File: src/rtl/rdback_packer_pkg.sv
// rdback_packer_pkg -- shared constants and helpers for the readback packer.
//   BEATS    : DRAM read-data beats packed into one readback word (fixed 4)
//   beat_off : bit offset of beat k inside a packed word (beat 0 in the LSBs)
package rdback_packer_pkg;

   localparam int BEATS = 4;

   function automatic int beat_off(input logic [1:0] k, input int dq);
      return int'(k) * dq;
   endfunction

endpackage

File: src/rtl/rdback_packer_if.sv
// rdback_packer_if -- bus bundle between the readback packer and its
// surroundings.
//   rd_valid / rd_data  : DRAM read-data beat stream (no backpressure)
//   flush               : discard partial word and all queued words
//   rdback_fifo_empty / rdback_fifo_rden / rdback_data : FWFT word port
//   fifo_count          : number of queued words
//   overflow / partial  : sticky drop flag, partial-word-held flag
// modport master drives the beat stream and pops; modport slave is the packer.
// DEPTH must match the DEPTH of the packer it is connected to.
interface rdback_packer_if
   import rdback_packer_pkg::*;
#(
   parameter int DQ_WIDTH = 64,
   parameter int DEPTH    = 16
);

   logic                         rd_valid;
   logic [DQ_WIDTH-1:0]          rd_data;
   logic                         flush;
   logic                         rdback_fifo_empty;
   logic                         rdback_fifo_rden;
   logic [DQ_WIDTH*BEATS-1:0]    rdback_data;
   logic [$clog2(DEPTH):0]       fifo_count;
   logic                         overflow;
   logic                         partial;

   modport master (
      output rd_valid, rd_data, flush, rdback_fifo_rden,
      input  rdback_fifo_empty, rdback_data, fifo_count, overflow, partial
   );

   modport slave (
      input  rd_valid, rd_data, flush, rdback_fifo_rden,
      output rdback_fifo_empty, rdback_data, fifo_count, overflow, partial
   );

endinterface

File: src/rtl/rdback_fifo.sv
// rdback_fifo -- first-word-fall-through FIFO for packed readback words.
//   clk, rst_n : clock, synchronous active-low reset (control state only)
//   clr        : synchronous clear of pointers and count (wins over wr/rd)
//   wr_en/wr_data : push; accepted when not full, or when full with a pop
//   rd_en      : pop; ignored while empty
//   rd_data    : head entry, valid whenever empty is low
//   empty/full/count : occupancy, derived from count
module rdback_fifo #(
   parameter int W     = 256,
   parameter int DEPTH = 16
) (
   input  logic                      clk,
   input  logic                      rst_n,
   input  logic                      clr,
   input  logic                      wr_en,
   input  logic [W-1:0]              wr_data,
   input  logic                      rd_en,
   output logic [W-1:0]              rd_data,
   output logic                      empty,
   output logic                      full,
   output logic [$clog2(DEPTH):0]    count
);

   localparam int AW = $clog2(DEPTH);
   localparam logic [AW:0] FULL_CNT = (AW+1)'(DEPTH);

   logic [W-1:0]  mem [DEPTH];
   logic [AW-1:0] wr_ptr, rd_ptr;
   logic          do_push, do_pop;

   assign empty   = (count == '0);
   assign full    = (count == FULL_CNT);
   assign do_pop  = rd_en && !empty;
   // When full, a coincident pop frees the head slot in the same edge, so the
   // write to wr_ptr (== rd_ptr) lands after the head has been consumed.
   assign do_push = wr_en && (!full || do_pop);
   assign rd_data = mem[rd_ptr];

   always_ff @(posedge clk) begin
      if (!rst_n || clr) begin
         wr_ptr <= '0;
         rd_ptr <= '0;
         count  <= '0;
      end else begin
         if (do_push) wr_ptr <= wr_ptr + 1'b1;
         if (do_pop)  rd_ptr <= rd_ptr + 1'b1;
         case ({do_push, do_pop})
            2'b10:   count <= count + 1'b1;
            2'b01:   count <= count - 1'b1;
            default: count <= count;
         endcase
      end
   end

   // Storage is not reset; entries are only observed after being written.
   always_ff @(posedge clk) begin
      if (rst_n && !clr && do_push) mem[wr_ptr] <= wr_data;
   end

endmodule

File: src/rtl/rdback_packer.sv
// rdback_packer -- packs 4 consecutive DRAM read-data beats into one wide
// readback word and queues it in an FWFT FIFO.
//   clk, rst_n : clock, synchronous active-low reset
//   bus        : rdback_packer_if.slave (beat stream in, word FIFO out, flags)
// The 4th beat completes word_q; the word is pushed on the following edge
// and becomes visible one edge later (2 cycles from 4th beat to data).
module rdback_packer
   import rdback_packer_pkg::*;
#(
   parameter int DQ_WIDTH = 64,
   parameter int BEATS    = 4,
   parameter int DEPTH    = 16
) (
   input  logic               clk,
   input  logic               rst_n,
   rdback_packer_if.slave     bus
);

   localparam int WORD_W = DQ_WIDTH * BEATS;

   logic [1:0]        beat_cnt;
   logic [WORD_W-1:0] word_q, word_nxt;
   logic              push_vld;
   logic              overflow_q;
   logic              fifo_full, fifo_empty, pop;

   assign pop = bus.rdback_fifo_rden && !fifo_empty;

   always_comb begin
      word_nxt = word_q;
      word_nxt[beat_off(beat_cnt, DQ_WIDTH) +: DQ_WIDTH] = bus.rd_data;
   end

   always_ff @(posedge clk) begin
      if (!rst_n) begin
         beat_cnt   <= '0;
         push_vld   <= 1'b0;
         overflow_q <= 1'b0;
      end else begin
         // A pending push dropped by flush is cancelled, not an overflow.
         if (push_vld && !bus.flush && fifo_full && !pop) overflow_q <= 1'b1;
         if (bus.flush) begin
            beat_cnt <= '0;
            push_vld <= 1'b0;
         end else begin
            push_vld <= bus.rd_valid && (beat_cnt == 2'd3);
            if (bus.rd_valid) beat_cnt <= beat_cnt + 1'b1;
         end
      end
   end

   // word_q holds the complete word during the push cycle: the next word's
   // beat 0 only overwrites slot 0 at the same edge the push is taken.
   always_ff @(posedge clk) begin
      if (rst_n && !bus.flush && bus.rd_valid) word_q <= word_nxt;
   end

   rdback_fifo #(
      .W     (WORD_W),
      .DEPTH (DEPTH)
   ) u_fifo (
      .clk     (clk),
      .rst_n   (rst_n),
      .clr     (bus.flush),
      .wr_en   (push_vld),
      .wr_data (word_q),
      .rd_en   (bus.rdback_fifo_rden),
      .rd_data (bus.rdback_data),
      .empty   (fifo_empty),
      .full    (fifo_full),
      .count   (bus.fifo_count)
   );

   assign bus.rdback_fifo_empty = fifo_empty;
   assign bus.overflow          = overflow_q;
   assign bus.partial           = (beat_cnt != 2'd0);

endmodule

File: src/flat_wrapper.sv
// flat-port wrapper written by rule: the top's interface ports become plain ports
module rdback_packer_flat import rdback_packer_pkg::*;
#(
   parameter int DQ_WIDTH = 64,
   parameter int BEATS    = 4,
   parameter int DEPTH    = 16
)
  (clk, rst_n, bus_rd_valid, bus_rd_data, bus_flush, bus_rdback_fifo_rden, bus_rdback_fifo_empty, bus_rdback_data, bus_fifo_count, bus_overflow, bus_partial);
  rdback_packer_if #(.DQ_WIDTH(DQ_WIDTH), .DEPTH(DEPTH)) bus_i ();
  input  logic clk;
  input  logic rst_n;
  input wire logic [$bits(bus_i.rd_valid)-1:0] bus_rd_valid;
  input wire logic [$bits(bus_i.rd_data)-1:0] bus_rd_data;
  input wire logic [$bits(bus_i.flush)-1:0] bus_flush;
  input wire logic [$bits(bus_i.rdback_fifo_rden)-1:0] bus_rdback_fifo_rden;
  output wire logic [$bits(bus_i.rdback_fifo_empty)-1:0] bus_rdback_fifo_empty;
  output wire logic [$bits(bus_i.rdback_data)-1:0] bus_rdback_data;
  output wire logic [$bits(bus_i.fifo_count)-1:0] bus_fifo_count;
  output wire logic [$bits(bus_i.overflow)-1:0] bus_overflow;
  output wire logic [$bits(bus_i.partial)-1:0] bus_partial;
  assign bus_i.rd_valid = bus_rd_valid;
  assign bus_i.rd_data = bus_rd_data;
  assign bus_i.flush = bus_flush;
  assign bus_i.rdback_fifo_rden = bus_rdback_fifo_rden;
  assign bus_rdback_fifo_empty = bus_i.rdback_fifo_empty;
  assign bus_rdback_data = bus_i.rdback_data;
  assign bus_fifo_count = bus_i.fifo_count;
  assign bus_overflow = bus_i.overflow;
  assign bus_partial = bus_i.partial;
  rdback_packer #(.DQ_WIDTH(DQ_WIDTH), .BEATS(BEATS), .DEPTH(DEPTH)) u_core (.clk(clk), .rst_n(rst_n), .bus(bus_i));
endmodule
File: config.mk
export PLATFORM = sky130hd
export DESIGN_NAME = rdback_packer_flat
export DESIGN_NICKNAME = d
export VERILOG_FILES = /design/src/rtl/rdback_packer_pkg.sv /design/src/rtl/rdback_packer_if.sv /design/src/rtl/rdback_fifo.sv /design/src/rtl/rdback_packer.sv /design/src/flat_wrapper.sv
export SDC_FILE = /design/constraint.sdc
export NUM_CORES = 2
export LEC_CHECK = 0
export BUFFER_PORTS_ARGS = -buffer_cell sky130_fd_sc_hd__buf_4
export CORE_MARGIN = 2
export CORE_UTILIZATION = 55
export DETAILED_ROUTE_END_ITERATION = 16
export PLACE_DENSITY = 0.81
export SYNTH_ARGS = -nofsm -noshare
export SYNTH_HDL_FRONTEND = slang
export SYNTH_SLANG_ARGS = --single-unit
File: constraint.sdc
create_clock -name clk -period 48.4 [get_ports clk]
set_input_delay 0 -clock clk [delete_from_list [all_inputs] [get_ports clk]]
set_output_delay 0 -clock clk [all_outputs]
set_load 0.005 [all_outputs]
==> summary by stage <==
Synthesis
The total of flip-flops plus latches after synthesis is 4373. The synthesized netlist cell count is 6711. The post-synthesis cell area is 0.165 mm².

The net count of the mapped netlist is 6792. The number of enable flip-flop cells after synthesis is 4352. The leading register cell type out of synthesis is edfxtp_1. The proportion of synthesized flip-flops having asynchronous set or reset is 0%.

The unique cell type count in the Yosys netlist is 35. Each instance of the synthesized netlist takes up on average 24.5 µm². The sequential fraction of the synthesis area is 79.7%. The warning count from the yosys run is 0.

Floorplan
The I/O pin count is 333. The die is 551 µm wide. The floorplan step defined a die boundary enclosing 0.304 mm². Row generation in the floorplan step produced 200 rows. The floorplan step defined a core boundary enclosing 0.297 mm². The die extent in y is 551 µm. For this configuration, the core starts out at a cell density of 55.4%.

Routing
The post-route antenna net violation count is 0. The number of design-rule violations left by the first detailed-router iteration is 13535. In the routed design, unresolved DRC markers number 0.

The number of detailed-route iterations in the first pass is 5. The routed design has 453 mm of wire. The mean routed wirelength per cell is 38.7 µm. The via count of the routed design is 79983. The post-detailed-route via-to-cell ratio is 6.83.

Finish
Once layout is complete, the utilization of the core stands at 62.8%. After routing the design area is 0.187 mm². The non-filler instance count after layout is 11713. Compared with the post-synthesis result, the final layout area differs by 13.5%. The net count of the finished layout is 7423.

Fill cells in the final layout number 18276. Cells with a size suffix above 1 make up 29.8% of the layout.

GRT
The initial antenna violation count is 57. The via count of the first global-routing pass is 81696. The global-route track usage on met2 is 48.8%. In this run the most used layer during global routing was met2. Global routing used 6.78% of the available met3 tracks. The met1 global-route usage is 36.8%.

The first global-routing pass estimated 629 mm of wire. The pin count of the biggest net entering global routing is 146. The all-layer global routing usage is 29.8%.

For this run the aggregate overflow at the end of global routing stands at 0.

Clock network
The insertion delay to the later sink of the worst-skew pair is 0.97 ns. After clock tree synthesis, the setup repair step added 0 buffers. The maximum count of clock buffers along a single path is 4.

The total clock buffers created by CTS is 416. Clock-pin slew was measured on the worst setup and hold paths at 0.07 ns. In this run the number of H-tree levels came out at 5. The number of clock sinks seen by CTS is 4373. The clock tree root driver cell is clkbuf_16.

TritonCTS built the clock tree.

Status
The flow ran to the end, and the final reports show no timing, DRC or antenna violations.

Worst setup path
The worst endpoint required time is 48.40 ns. Walking the worst path, the cells encountered are buf_4 -> buf_4 -> buf_4 -> buf_4 -> buf_4 -> mux4_2 -> nor2b_1 -> a211oi_1 -> a21oi_1 -> buf_4. The startpoint class of the critical path is a register. The largest single stage delay on the critical path is 0.89 ns. The worst-case register-to-register setup slack is 42.46 ns. The data arrival time of the worst path is 7.48 ns. The worst setup path is captured at a primary output. Along the worst path, the maximum fanout reaches 64. Counting cells, the worst reg-to-reg path comes to 9. The worst setup path is of the reg2out kind. The most numerous cell type found on the critical path is buf_4. The slowest library cell on the worst path is buf_4.

STA
The total negative slack is 0 ns. The worst path in the final design needs a cycle of 7.48 ns, including I/O delays and setup. The hold violation count in the final report was 0. The final-report max-slew violation count is 0.

The share of the clock period used by the worst path after layout is 15.4%. At the pin with the least slew margin, the transition time is 1.14 ns. In this run the tightest slew margin relative to its limit is 24.1%. Setup repair after global routing left no endpoint under its margin. The highest achievable clock rate is 0.134 GHz. The final worst clock skew is 0.0684 ns. The number of endpoints failing setup at the final stage is 0.

Place
The sum of net half-perimeters after detailed placement is 217 mm. The final estimated routing congestion in global placement is 0.778. The number of placed cells counting well taps is 10784. The count of buffers added on input and output ports is 332. After detailed placement, the total cell area comes to 0.172 mm².

Pwr
IR analysis of the VDD net gives a maximum drop of 0.0000564 V. In this run the power density over the cells is 40.2 mW/mm². Summed over all cells, the static leakage comes to 57.1 nW.

Hold path
The min-delay analysis places its worst path in the category in2reg. The worst hold path cell count is 3.

Job
The reported max-cap violation count is 0.
## synthesized netlist by cell type (2+ instances only)
master,number,area share (%)
nand3_1,5,0.015
mux4_2,1169,16
nand2b_1,4,0.015
nor3_1,6,0.018
buf_1,23,0.052
nand2_1,5,0.011
and3_1,7,0.027
or2_2,2,0.0076
nor4_1,2,0.0076
dfxtp_1,21,0.26
nor2_1,29,0.066
ha_1,12,0.091
nand4_1,2,0.0076
o21a_1,2,0.0091
buf_4,4,0.018
a21oi_1,116,0.35
inv_1,8,0.018
buf_2,137,0.42
mux2i_1,114,0.69
nor2b_1,115,0.44
a211oi_1,111,0.51
xor2_1,4,0.021
buf_6,11,0.075
and2_1,256,0.97
xnor2_1,8,0.043
edfxtp_1,4352,79
clkbuf_1,178,0.41
## logic make-up (layout without fill, tap and decap cells)
logic type      count (synthesis)  count (layout)  share of synthesized area [%]
flops                        4373            4373                           79.7
mux                          1283            1283                           16.7
simple gates                  434             434                           1.59
buf+inv                       361            1345                          0.987
compound gates                236             236                          0.897
fa+ha+maj                      12              12                         0.0912
xor+xnor                       12              12                         0.0639
other cells                     0              79                              0
## metrics by stage
step	hold slack, ns	setup WS [ns]	power, mW
floorplan	0.118	28.80	4.21
global placement	0.230	41.92	4.25
detailed placement	0.229	41.79	4.25
CTS	0.000785	40.61	7.53
global route	0.0558	40.22	7.66
finish	0.0512	40.92	7.51
## flip-flops by register name (all words and copies together), names as in the netlist, named ones only
register              cells
u_core.beat_cnt           2
u_core.u_fifo.rd_ptr      4
u_core.u_fifo.mem      4096
u_core.word_q           256
u_core.u_fifo.wr_ptr      4
u_core.push_vld           1
u_core.u_fifo.count       5
u_core.bus.overflow       1
## metal layers
layer	share of wire, %	routed length (µm)
met1	33	149000
met2	50	226000
met3	11	51700
met4	5.9	26900
met5	0.041	185
## cell type report
| type | count | area, µm² | share of cell area, % |
|---|---|---|---|
| inverters | 8 | 30.0 | 0.0161 |
| repair buffers | 566 | 4620 | 2.47 |
| multi-input cells | 1977 | 32000 | 17.1 |
| well taps | 3939 | 4930 | 2.64 |
| clock inverters | 278 | 3110 | 1.67 |
| diodes | 79 | 198 | 0.106 |
| clock buffers | 493 | 10800 | 5.78 |
| flip-flops and latches | 4373 | 131000 | 70.2 |
## where the power goes
| group | internal (mW) | switching [mW] |
|---|---|---|
| Sequential | 4.12 | 0.00993 |
| Clock | 1.88 | 1.46 |
| Combinational | 0.0123 | 0.0362 |
| Total | 6.01 | 1.50 |
## critical path, delay by kind of cell, from the launching register on
kind | cells | cell delay [ns]
buffers and inverters | 6 | 4.47
DFF | 1 | 0.76
muxes | 1 | 0.42
AOI/OAI and AO/OA | 2 | 0.42
and+or+nand+nor | 1 | 0.16
## final timing paths
check                          startpoint                         end
setup / recovery                 register         bus_rdback_data[78]
hold / removal             bus_rd_data[1]           u_core.word_q[65]
setup reg to reg   u_core.u_fifo.count[1]  u_core.u_fifo.mem[10][123]
hold reg to reg   u_core.u_fifo.rd_ptr[3]     u_core.u_fifo.rd_ptr[3]
## timing repair
| item | 4_1_cts | 5_1_grt |
|---|---|---|
| hold buffers | 79 | 0 |
| endpoints found under the hold margin | 392 | 0 |
| endpoints found under the setup margin | 0 | 0 |
| gates resized for setup | 0 | 0 |
## cell usage in the layout, fill, tap and decap left out, drive strengths merged
cell         Yosys  layout
nor3             6       6
nand2            5       5
xor2             4       4
or4              1       1
and3             7       7
nor4             2       2
and2           256     256
edfxtp        4352    4352
a21boi           1       1
dfxtp           21      21
nand3            5       5
o31a             1       1
o21ai            2       2
inv              8      22
xnor2            8       8
bufinv           0      52
nand4            2       2
nand2b           4       4
a21oi          116     116
clkbuf         178     493
nor2            29      29
nor2b          115     115
ha              12      12
clkinv           0     194
a211oi         111     111
o32ai            1       1
buf            175     487
o22ai            1       1
dlygate4sd3      0      79
mux2i          114     114
clkinvlp         0      18
mux4          1169    1169
a31oi            1       1
or2              2       2
o21a             2       2
diode            0      79
Power figures use the tool's default switching activity.
